## config.mk

```make
export PLATFORM = sky130hd
export DESIGN_NAME = spi_rx_ctrl_flat
export DESIGN_NICKNAME = d
export VERILOG_FILES = /design/src/rtl/spi_rx_ctrl_if.sv /design/src/rtl/spi_rx_ctrl.sv /design/src/flat_wrapper.sv
export SDC_FILE = /design/constraint.sdc
export NUM_CORES = 1
export LEC_CHECK = 0
export CORE_UTILIZATION = 35
export CTS_CLUSTER_SIZE = 20
export DETAILED_ROUTE_END_ITERATION = 10
export PLACE_DENSITY_LB_ADDON = 0.3
export SYNTH_ARGS = -nofsm -noshare
export SYNTH_HDL_FRONTEND = slang
export SYNTH_SLANG_ARGS = --single-unit
```

## constraint.sdc

```tcl
create_clock -name clk -period 2.1 [get_ports clk]
set_input_delay 0.525 -clock clk [delete_from_list [all_inputs] [get_ports clk]]
set_output_delay 0.525 -clock clk [all_outputs]
set_load 0.005 [all_outputs]
```

## src/rtl/spi_rx_ctrl_if.sv

```systemverilog
// spi_rx_ctrl_if: requester/serial-side signal bundle for spi_rx_ctrl.
// master = the controller, slave = requesters plus the serial slave pins.
interface spi_rx_ctrl_if #(
  parameter int unsigned NREQ = 2
);
  localparam int unsigned IW = $clog2(NREQ);

  logic [NREQ-1:0]   req;
  logic [3*NREQ-1:0] req_len;
  logic              abort;
  logic              miso;
  logic [NREQ-1:0]   gnt;
  logic              cs_b;
  logic              sclk;
  logic [7:0]        data;
  logic              data_vld;
  logic [IW-1:0]     data_id;
  logic              done;
  logic              aborted;

  modport master (
    input  req, req_len, abort, miso,
    output gnt, cs_b, sclk, data, data_vld, data_id, done, aborted
  );

  modport slave (
    output req, req_len, abort, miso,
    input  gnt, cs_b, sclk, data, data_vld, data_id, done, aborted
  );
endinterface

```

## src/rtl/spi_rx_ctrl.sv

```systemverilog
// spi_rx_ctrl: round-robin arbitrated serial byte receiver controller.
// Grants one of NREQ requesters, drives cs_b/sclk, assembles bytes from miso
// and tags each completed byte with the owning requester's index.
// Optional feature macro: SPI_RX_CTRL_LSB_FIRST_EN (LSB-first byte assembly).
module spi_rx_ctrl #(
  parameter int unsigned NREQ    = 2,
  parameter int unsigned CLK_DIV = 4
) (
  input logic           clk,
  input logic           rst_b,
  spi_rx_ctrl_if.master bus
);
  localparam int unsigned IW = $clog2(NREQ);
  localparam int unsigned DW = $clog2(CLK_DIV);
  localparam logic [DW-1:0] DIV_MID  = DW'(CLK_DIV / 2 - 1);
  localparam logic [DW-1:0] DIV_HALF = DW'(CLK_DIV / 2);
  localparam logic [DW-1:0] DIV_LAST = DW'(CLK_DIV - 1);

  typedef enum logic [1:0] {
    ST_IDLE,
    ST_SHIFT,
    ST_END
  } state_e;

  state_e            state_q, state_d;
  logic [IW-1:0]     ptr_q, ptr_d;
  logic [NREQ-1:0]   gnt_q, gnt_d;
  logic              cs_b_q, cs_b_d;
  logic              sclk_q, sclk_d;
  logic [3:0]        len_q, len_d;
  logic [DW-1:0]     div_q, div_d;
  logic [2:0]        bit_cnt_q, bit_cnt_d;
  logic [3:0]        byte_cnt_q, byte_cnt_d;
  logic [7:0]        sh_q, sh_d;
  logic [7:0]        data_q, data_d;
  logic              data_vld_q, data_vld_d;
  logic [IW-1:0]     data_id_q, data_id_d;
  logic              done_q, done_d;
  logic              aborted_q, aborted_d;

  logic [IW-1:0]     arb_cand;
  logic [IW-1:0]     arb_win;
  logic              arb_hit;
  logic [2:0]        len_sel;
  logic [7:0]        sh_next;

  function automatic logic [IW-1:0] wrap_idx(input logic [IW-1:0] p, input int unsigned k);
    return IW'((32'(p) + k) % NREQ);
  endfunction

`ifdef SPI_RX_CTRL_LSB_FIRST_EN
  assign sh_next = {bus.miso, sh_q[7:1]};
`else
  assign sh_next = {sh_q[6:0], bus.miso};
`endif

  // Round-robin pick: first requesting index at or after ptr+1, plus its length slice.
  always_comb begin
    arb_cand = '0;
    arb_win  = '0;
    arb_hit  = 1'b0;
    len_sel  = '0;
    for (int unsigned k = 1; k <= NREQ; k++) begin
      arb_cand = wrap_idx(ptr_q, k);
      if (!arb_hit && bus.req[arb_cand]) begin
        arb_hit = 1'b1;
        arb_win = arb_cand;
      end
    end
    for (int unsigned i = 0; i < NREQ; i++) begin
      if (arb_win == IW'(i)) len_sel = bus.req_len[3*i +: 3];
    end
  end

  // Next-state and registered-output computation for IDLE/SHIFT/END.
  always_comb begin
    state_d    = state_q;
    ptr_d      = ptr_q;
    gnt_d      = gnt_q;
    cs_b_d     = cs_b_q;
    len_d      = len_q;
    div_d      = div_q;
    bit_cnt_d  = bit_cnt_q;
    byte_cnt_d = byte_cnt_q;
    sh_d       = sh_q;
    data_d     = data_q;
    data_vld_d = 1'b0;
    data_id_d  = data_id_q;
    done_d     = 1'b0;
    aborted_d  = 1'b0;
    unique case (state_q)
      ST_IDLE: begin
        if (arb_hit) begin
          state_d    = ST_SHIFT;
          ptr_d      = arb_win;
          gnt_d      = NREQ'(1) << arb_win;
          cs_b_d     = 1'b0;
          len_d      = (len_sel == 3'd0) ? 4'd8 : {1'b0, len_sel};
          div_d      = '0;
          bit_cnt_d  = '0;
          byte_cnt_d = '0;
        end
      end
      ST_SHIFT: begin
        // abort takes priority over both a completing byte and normal end
        if (bus.abort) begin
          sh_d      = '0;
          bit_cnt_d = '0;
          div_d     = '0;
          state_d   = ST_END;
          gnt_d     = '0;
          cs_b_d    = 1'b1;
          done_d    = 1'b1;
          aborted_d = 1'b1;
        end else begin
          div_d = (div_q == DIV_LAST) ? '0 : div_q + 1'b1;
          if (div_q == DIV_MID) begin
            sh_d      = sh_next;
            bit_cnt_d = bit_cnt_q + 3'd1;
            if (bit_cnt_q == 3'd7) begin
              data_d     = sh_next;
              data_vld_d = 1'b1;
              data_id_d  = ptr_q;
              byte_cnt_d = byte_cnt_q + 4'd1;
            end
          end
          if (div_q == DIV_LAST && byte_cnt_q == len_q) begin
            state_d = ST_END;
            div_d   = '0;
            gnt_d   = '0;
            cs_b_d  = 1'b1;
            done_d  = 1'b1;
          end
        end
      end
      ST_END: begin
        state_d = ST_IDLE;
      end
      default: begin
        state_d = ST_IDLE;
      end
    endcase
    sclk_d = (state_d == ST_SHIFT) && (div_d >= DIV_HALF);
  end

  // State and output registers with asynchronous active-low reset.
  always_ff @(posedge clk or negedge rst_b) begin
    if (!rst_b) begin
      state_q    <= ST_IDLE;
      ptr_q      <= IW'(NREQ - 1);
      gnt_q      <= '0;
      cs_b_q     <= 1'b1;
      sclk_q     <= 1'b0;
      len_q      <= '0;
      div_q      <= '0;
      bit_cnt_q  <= '0;
      byte_cnt_q <= '0;
      sh_q       <= '0;
      data_q     <= '0;
      data_vld_q <= 1'b0;
      data_id_q  <= '0;
      done_q     <= 1'b0;
      aborted_q  <= 1'b0;
    end else begin
      state_q    <= state_d;
      ptr_q      <= ptr_d;
      gnt_q      <= gnt_d;
      cs_b_q     <= cs_b_d;
      sclk_q     <= sclk_d;
      len_q      <= len_d;
      div_q      <= div_d;
      bit_cnt_q  <= bit_cnt_d;
      byte_cnt_q <= byte_cnt_d;
      sh_q       <= sh_d;
      data_q     <= data_d;
      data_vld_q <= data_vld_d;
      data_id_q  <= data_id_d;
      done_q     <= done_d;
      aborted_q  <= aborted_d;
    end
  end

  assign bus.gnt      = gnt_q;
  assign bus.cs_b     = cs_b_q;
  assign bus.sclk     = sclk_q;
  assign bus.data     = data_q;
  assign bus.data_vld = data_vld_q;
  assign bus.data_id  = data_id_q;
  assign bus.done     = done_q;
  assign bus.aborted  = aborted_q;
endmodule

```

## src/flat_wrapper.sv

```systemverilog
// flat-port wrapper written by rule: the top's interface ports become plain ports
module spi_rx_ctrl_flat 
#(
  parameter int unsigned NREQ    = 2,
  parameter int unsigned CLK_DIV = 4
)
  (clk, rst_b, bus_req, bus_req_len, bus_abort, bus_miso, bus_gnt, bus_cs_b, bus_sclk, bus_data, bus_data_vld, bus_data_id, bus_done, bus_aborted);
  spi_rx_ctrl_if #(.NREQ(NREQ)) bus_i ();
  input logic clk;
  input logic rst_b;
  input wire logic [$bits(bus_i.req)-1:0] bus_req;
  input wire logic [$bits(bus_i.req_len)-1:0] bus_req_len;
  input wire logic [$bits(bus_i.abort)-1:0] bus_abort;
  input wire logic [$bits(bus_i.miso)-1:0] bus_miso;
  output wire logic [$bits(bus_i.gnt)-1:0] bus_gnt;
  output wire logic [$bits(bus_i.cs_b)-1:0] bus_cs_b;
  output wire logic [$bits(bus_i.sclk)-1:0] bus_sclk;
  output wire logic [$bits(bus_i.data)-1:0] bus_data;
  output wire logic [$bits(bus_i.data_vld)-1:0] bus_data_vld;
  output wire logic [$bits(bus_i.data_id)-1:0] bus_data_id;
  output wire logic [$bits(bus_i.done)-1:0] bus_done;
  output wire logic [$bits(bus_i.aborted)-1:0] bus_aborted;
  assign bus_i.req = bus_req;
  assign bus_i.req_len = bus_req_len;
  assign bus_i.abort = bus_abort;
  assign bus_i.miso = bus_miso;
  assign bus_gnt = bus_i.gnt;
  assign bus_cs_b = bus_i.cs_b;
  assign bus_sclk = bus_i.sclk;
  assign bus_data = bus_i.data;
  assign bus_data_vld = bus_i.data_vld;
  assign bus_data_id = bus_i.data_id;
  assign bus_done = bus_i.done;
  assign bus_aborted = bus_i.aborted;
  spi_rx_ctrl #(.NREQ(NREQ), .CLK_DIV(CLK_DIV)) u_core (.clk(clk), .rst_b(rst_b), .bus(bus_i));
endmodule
```

# Word level (Yosys, flattened, before mapping)
# Cells that the tools add are included.
[totals]
in_bits = 12
out_inout_bits = 16
regBits = 39
wordCells = 98
[op_classes]
n_shift = 1
mux = 47
order_cmp = 3
add_sub_neg = 5
bitwise_logic = 1
n_reduce_logical = 14
eq_ne = 12
[op_table]
columns = ["cell", "n"]
rows = [
  ["$mux 1", 20],
  ["$mux 2", 10],
  ["$mux 4", 5],
  ["$mux 7", 2],
  ["$mux 3", 4],
  ["$pmux 2 s2", 3],
  ["$pmux 4 s2", 1],
  ["$eq 2x1->1 const B", 3],
  ["$ne 2x1->1 const B", 3],
  ["$ne 3x2->1 const B", 2],
  ["$pmux 3 s2", 1],
  ["$reduce_and 3->1", 2],
  ["$reduce_and 5->1", 1],
  ["$add 4x1->4 const B", 1],
  ["$eq 4x4->1", 1],
  ["$lt 1x2->1 const B", 2],
  ["$reduce_and 2->1", 2],
  ["$reduce_and 4->1", 1],
  ["$reduce_bool 2->1", 2],
  ["$add 3x1->3 const B", 1],
  ["$eq 3x3->1 const B", 1],
  ["$logic_and 1x1->1", 3],
  ["$logic_not 3->1", 1],
  ["$add 1x1->1 const B", 2],
  ["other kinds (9)", 9],
]

# Depth between registers and ports, before layout
# Gate-level depths: netlist of the first run.
[logic_depth]
ltp_word = 11
ltp_mapped = 7
mapped_depth_nobuf = 6

# Least setup slack after synthesis of the first run
# No wires, ideal clock.
[synth_path]
kind = "flip-flop to flip-flop"
start = "reg (tool-made name)"
end = "reg u_core.data_q[0], in the netlist u_core.bus.data[0]"
arrival_time_ns = 1.429
n_path_buf = 1
synth_period_minus_slack_ns = 1.554
path_stages_with_launch = 7
setup_ns = 0.125
required_ns = 1.975
slack_ns = 0.546
path_cell_list = "dfrtp_1 -> inv_1 -> ha_1 -> nand3b_2 -> nor2_8 -> buf_6 -> mux2_4"
[synth_lines]
columns = ["element", "line", "text"]
rows = [
  ["end signal: assignment", "spi_rx_ctrl.sv:175", "data_q <= data_d;"],
  ["end: declaration", "spi_rx_ctrl.sv:35", "logic [7:0] data_q, data_d;"],
]

# Final worst setup path of the first run
[layout_path]
start = "reg u_core.cs_b_q, in the netlist u_core.bus.cs_b"
end = "out bus_cs_b"
[layout_lines]
columns = ["element", "line", "text"]
rows = [
  ["start: declaration", "spi_rx_ctrl.sv:28", "logic cs_b_q, cs_b_d;"],
  ["start signal: assignment", "spi_rx_ctrl.sv:168", "cs_b_q <= cs_b_d;"],
  ["end: declaration", "flat_wrapper.sv:16", "output wire logic [$bits(bus_i.cs_b)-1:0] bus_cs_b;"],
]
# No word-level cell between the ends.

==> impl_metrics.ini, run 1 <==
[run_status]
status = finished, final reports clean

[timing]
slew_headroom = 0.654
finalSetupViolCount = 0
final_max_slew_viol_count = 0
fin_crit_sh = 0.871
period_needed_ns = 1.83
tns_ns = 0
hold_viol_final = 0
holdWs_ns = 0.176
fmax_mhz = 547
worst_slew_pin_slew_ns = 0.518
finalWorstSetupSlack_ns = 0.272
rsz0062_at_grt = no
skew_ns = 0.00667

[yosys]
synthDistinctLibCells = 40
ys.flop_type = dfrtp_1
synthCells = 165
synth_area_leader_cell = dfrtp_1
async_reset_ff_frac = 1.00
synthTopCellsByCount = 37 x dfrtp_1, 21 x nand2_1, 15 x o21ai_0
synth.area.top_cells = dfrtp_1 51%, mux2_4 5.0%, nand2_1 4.3%
syn_area_um2 = 1820
synth_edf_count = 0
ys_seq_area_frac = 0.538
yosys_warnings = 0
syn_area_per_cell_um2 = 11.0
ys_seq_elements = 39
synth_most_common_cell = dfrtp_1
synth_fp_nets = 182
synth_top_area_frac = 0.509

[setup_path]
crit_required_ns = 1.57
critical_path_class = reg -> out
arrival_ns = 1.30
critical_path.top_delay_family = flip-flops
path_max_fanout = 2
cp-start-kind = register
cp_cell_sequence = clkdlybuf4s50_1
endpoint_kind = output port
crit_slowest_cell = dfstp_2
slowest_delay_ns = 0.53
crit_buf_inv = 1

[route]
finalWirelength_um = 3460
wl_met1_um = 1720
dr_wl_met2_um = 1500
dr.max_layer_used = met4
viasPerCell = 4.97
routedWlPerCell_um = 13.0
drc = 0
met3_length_um = 159
drt-pass1-iter-count = 4
dr.first_iter.drc_count = 82
via_count = 1328
antenna_left = 0

[power]
internal_power_mw = 1.55
p_sw_frac = 0.360
power_switching_mw = 0.874
p_per_area_nw_per_um2 = 1070
power_mw = 2.43
p_comb_frac = 0.348
vdd_drop_max_uv = 324
p_seq_frac = 0.457
leakage_nw = 1.03
pwr-share-clk = 0.195

[floorplan]
initial_core_util = 0.375
die_h_um = 74.1
ioPinCount = 28
rows = 25
die_w_um = 74.1
core-area_um2 = 4850
die-area_um2 = 5490

[job]
maxCapViolCount = 0

[final_layout]
drive_gt1_frac = 0.150
final_util = 0.468
area.growth.synth_to_final_pct = 24.8
n_antenna_cell = 0
n_fill_cell = 455
nets = 216

[grt]
antenna_found_initial = 0
grtUsageTotal = 0.150
grt_pass1_wl_um = 6040
grt_pass1_vias = 1194
grt_start_max_net_pins = 21
grt_overflow_total = 0

[clocking]
cts-buffers-inserted = 5
clk_latency_ns = 0.29
cts.reportedPaths.clkPinSlew_ns = 0.07
post_cts_resized = 0
holdBufCountCts = 0
cts_tree = yes
cts_htree_levels = 2
max-clock-path-buffers = 2
root_buffer = clkbuf_8
postCtsSetupBuffers = 0
cts.sinks = 39

[placement]
gp_congestion = 0.761
place_ws_ns = 0.0753
port_buffers = 27
hpwl_um = 2550

[min_path]
hold_class = in -> async
-- state kept, by name (all words and copies together), names as in the netlist, named ones only --
signal / flops
u_core.byte_cnt_q: 4
u_core.len_q: 4
u_core.state_q: 2
u_core.bus.done: 1
u_core.bus.cs_b: 1
u_core.bus.data: 8
u_core.bus.sclk: 1
u_core.bit_cnt_q: 3
u_core.div_q: 1
u_core.sh_q: 7
u_core.bus.aborted: 1
u_core.bus.data_vld: 1
u_core.bus.gnt: 2
u_core.bus.data_id: 1
u_core.ptr_q: 1
-- kinds of logic after synthesis --
logic type	share of synthesized area
adders and majority gates	0.0344
and+or+nand+nor	0.145
DFF	0.538
AOI/OAI and AO/OA	0.140
buffers and inverters	0.0282
xor gates and xnor gates	0.0241
muxes	0.0902
-- final timing paths --
kind / startpoint / endpoint / slack, ns / cells after the start
hold / removal: rst_b / u_core.bit_cnt_q[0] / 0.18 / 1
min in group clk: u_core.len_q[1] / u_core.len_q[1] / 0.50 / 2
max in group asynchronous: rst_b / u_core.bus.data[3] / 1.41 / 2
setup reg to reg: register / u_core.bus.data[5] / 0.32 / 5
setup / recovery: u_core.bus.cs_b / bus_cs_b / 0.27 / 1
hold reg to reg: u_core.len_q[1] / u_core.len_q[1] / 0.50 / 2
-- layer usage --
layer | track usage | vias up
met5 | 0 | -
met4 | 0.0726 | 0
met3 | 0.0407 | 8
met2 | 0.206 | 34
met1 | 0.217 | 631
li1 | - | 655
-- through the flow --
stage	cells	instance area, µm²
after floorplan	165	1820
after global placement	259	2190
after detailed placement	259	2190
after CTS	267	2270
after global routing	267	2270
final	267	2270
-- cell type report --
| cell class | instances | area (µm²) | share of cell area |
|---|---|---|---|
| timing repair buffer | 33 | 323 | 0.142 |
| tap | 67 | 83.8 | 0.0370 |
| multi-input combinational | 116 | 788 | 0.347 |
| inverter | 4 | 15.0 | 0.00662 |
| clock buffer | 8 | 80.1 | 0.0353 |
| sequential | 39 | 978 | 0.431 |
-- layout by cell type (no fill, tap or decap), types with 3 or more instances in the layout --
cell and instances:
clkbuf_1 3, o211ai_1 4, ha_1 5, nor3_1 3, o21ai_0 15, buf_4 5, a21oi_1 6, nand2_1 21
clkbuf_8 5, a31oi_1 3, a22oi_1 4, nor2_1 10, clkdlybuf4s50_1 26, inv_1 3, and3_1 3, xnor2_1 5
mux2_2 3, dfrtp_1 37, nand3_1 4, mux2_4 6, mux2i_1 4
-- power by group through the flow --
stage | Combinational (mW) | Clock, mW | Sequential [mW]
floorplan | 0.549 | 0 | 1.09
global placement | 0.842 | 0 | 1.12
detailed placement | 0.858 | 0 | 1.12
CTS | 0.859 | 0.499 | 1.11
global route | 0.959 | 0.526 | 1.14
finish | 0.845 | 0.474 | 1.11
Note: power is estimated with default switching activity, not from simulation.
==> inputs of run 2 (changes only) <==
Settings changed: CTS_CLUSTER_DIAMETER set to 80.
Clock period 2.1 ns to 1.5 ns, I/O delays scaled along.
==> run 2 against run 1 <==
  * The flow now finishes with violations (negative hold slack, negative setup slack)
  * Flip-flop and latch count did not move
  * Non-clock buffer count up 36
  * Power rose by 71%
  * Global-route usage increased by 2.5 points
  * Die area did not move
  * Critical path depth up 5
  * Routed wire length is 25% higher
  * Clock-buffer cell count down 2
  * Clock power rose by 91%
  * Combinational power grew 100%
  * Setup slack lost 0.29 ns
  * Sequential power is 38% higher
  * Critical endpoint is now u_core.bus.data[1]
  * Largest power group is now combinational cells
  * Highest routed layer unchanged
==> impl_metrics.ini, run 2 (synthesis results as in run 1) <==
[timing]
final_max_slew_viol_count = 0
finalSetupViolCount = 5
slew_headroom = 0.745
rsz0062_at_grt = yes
worst_slew_pin_slew_ns = 0.383
finalWorstSetupSlack_ns = -0.0154
hold_viol_final = 7
skew_ns = 0.00757
holdWs_ns = -0.00558
period_needed_ns = 1.52
fmax_mhz = 660
fin_crit_sh = 1.01

[setup_path]
path_max_fanout = 7
rrSetupSlack_ns = -0.02
endpoint_kind = register
arrival_ns = 1.69
crit_required_ns = 1.68
critical_path_class = reg -> reg
cp-start-kind = register

[placement]
place_inst = 283
placed_area_um2 = 2380
port_buffers = 27
hpwl_um = 2840
gp_congestion = 0.802

[power]
vdd_drop_max_uv = 886
power_mw = 4.14
p_per_area_nw_per_um2 = 1570
leakage_nw = 1.38

[floorplan]
die_w_um = 74.1
ioPinCount = 28
die_h_um = 74.1
core-area_um2 = 4850
rows = 25
initial_core_util = 0.375
die-area_um2 = 5490

[grt]
grt_overflow_total = 0
grtUsageTotal = 0.174
grt_start_max_net_pins = 26
met2_usage = 0.288
grt_pass1_vias = 1488
grt_pass1_wl_um = 7060
grt_util_met1 = 0.229
antenna_found_initial = 0
use_met3 = 0.0325
top_usage_layer = met2

[final_layout]
layout_common_cells = 38 x buf_4, 37 x dfrtp_1, 21 x nand2_1
nets = 252
final_common_cell = buf_4
n_fill_cell = 417
drive_gt1_frac = 0.326
final_cells = 303
register_area_um2 = 978
multi_input_area_um2 = 843
n_antenna_cell = 0
final_util = 0.546
area.growth.synth_to_final_pct = 45.6
largest_reg_flops = 8
design_area_um2 = 2650

[clocking]
cts_tree = yes
max-clock-path-buffers = 2
holdBufCountCts = 0
cts_htree_levels = 2
clk_latency_ns = 0.29
cts-buffers-inserted = 5
root_buffer = clkbuf_8
cts.sinks = 39
cts.reportedPaths.clkPinSlew_ns = 0.08

[route]
dr.first_iter.drc_count = 114
drc = 0
routedWlPerCell_um = 14.3
finalWirelength_um = 4340
antenna_left = 0
drt-pass1-iter-count = 4
via_count = 1498
viasPerCell = 4.94

[run_status]
violations = negative hold slack, negative setup slack
status = complete, but fails checks

[job]
maxCapViolCount = 0

[min_path]
hold_class = in -> async
[run 2: cell types whose count changed in the layout (fill, tap and decap cells not counted), moves of 2 or more]
cell and change:
nor2_1 -2, clkdlybuf4s50_1 -16, buf_4 +33, dlymetal6s2s_1 +4
clkbuf_1 -3, dlygate4sd2_1 +12, nor2_2 +2, ha_1 -3
ha_4 +2, buf_6 +2
[run 2: path summary, 6_finish.rpt]
kind                                        end           startpoint  depth (start not counted)
max                          u_core.bus.data[1]  u_core.bit_cnt_q[1]                          6
min reg2reg                     u_core.len_q[1]      u_core.len_q[1]                          2
min in group clk                u_core.len_q[1]      u_core.len_q[1]                          2
max reg2reg                  u_core.bus.data[1]  u_core.bit_cnt_q[1]                          6
max in group asynchronous          u_core.ptr_q                rst_b                          2
min                        u_core.byte_cnt_q[3]                rst_b                          1
[run 2: power breakdown]
group | switching (mW) | total (mW) | internal, mW
combinational | 0.853 | 1.71 | 0.857
clock | 0.365 | 0.903 | 0.538
sequential | 0.200 | 1.53 | 1.33
total | 1.42 | 4.14 | 2.72
[run 2: stage by stage]
stage | setup TNS, ns | setup WS, ns
5_1_grt | -0.480 | -0.0613
6_report | -0.0471 | -0.0154
2_1_floorplan | 0 | 0.00536
4_1_cts | -0.0244 | -0.00962
3_5_place_dp | -3.50 | -0.247
3_3_place_gp | -3.14 | -0.228
[run 2: timing repair]
item / in CTS / in global routing
endpoints found under the setup margin: 24 / 19
buffers inserted: 10 / 2
pin swaps: 4 / 4
gates resized for setup: 16 / 11
[run 2: cell type report]
type                       count  area share
multi-input combinational    116       0.319
timing repair buffer          69       0.230
tap                           67      0.0317
clock inverter                 2      0.0132
clock buffer                   6      0.0312
inverter                       4     0.00567
sequential                    39       0.370
[run 2: metal layers]
layer | vias to the layer above | routed length (µm)
met2 | 36 | 2200
li1 | 728 | -
met5 | - | 0
met4 | 0 | 44
met1 | 729 | 1930
met3 | 5 | 165
[run 2: critical path: stages (launching register included)]
cell and delay, ns:
dfrtp_1 0.36, ha_2 0.20, ha_4 0.14, nand3b_4 0.11
nor2_8 0.15, buf_12 0.14, mux2_4 0.29
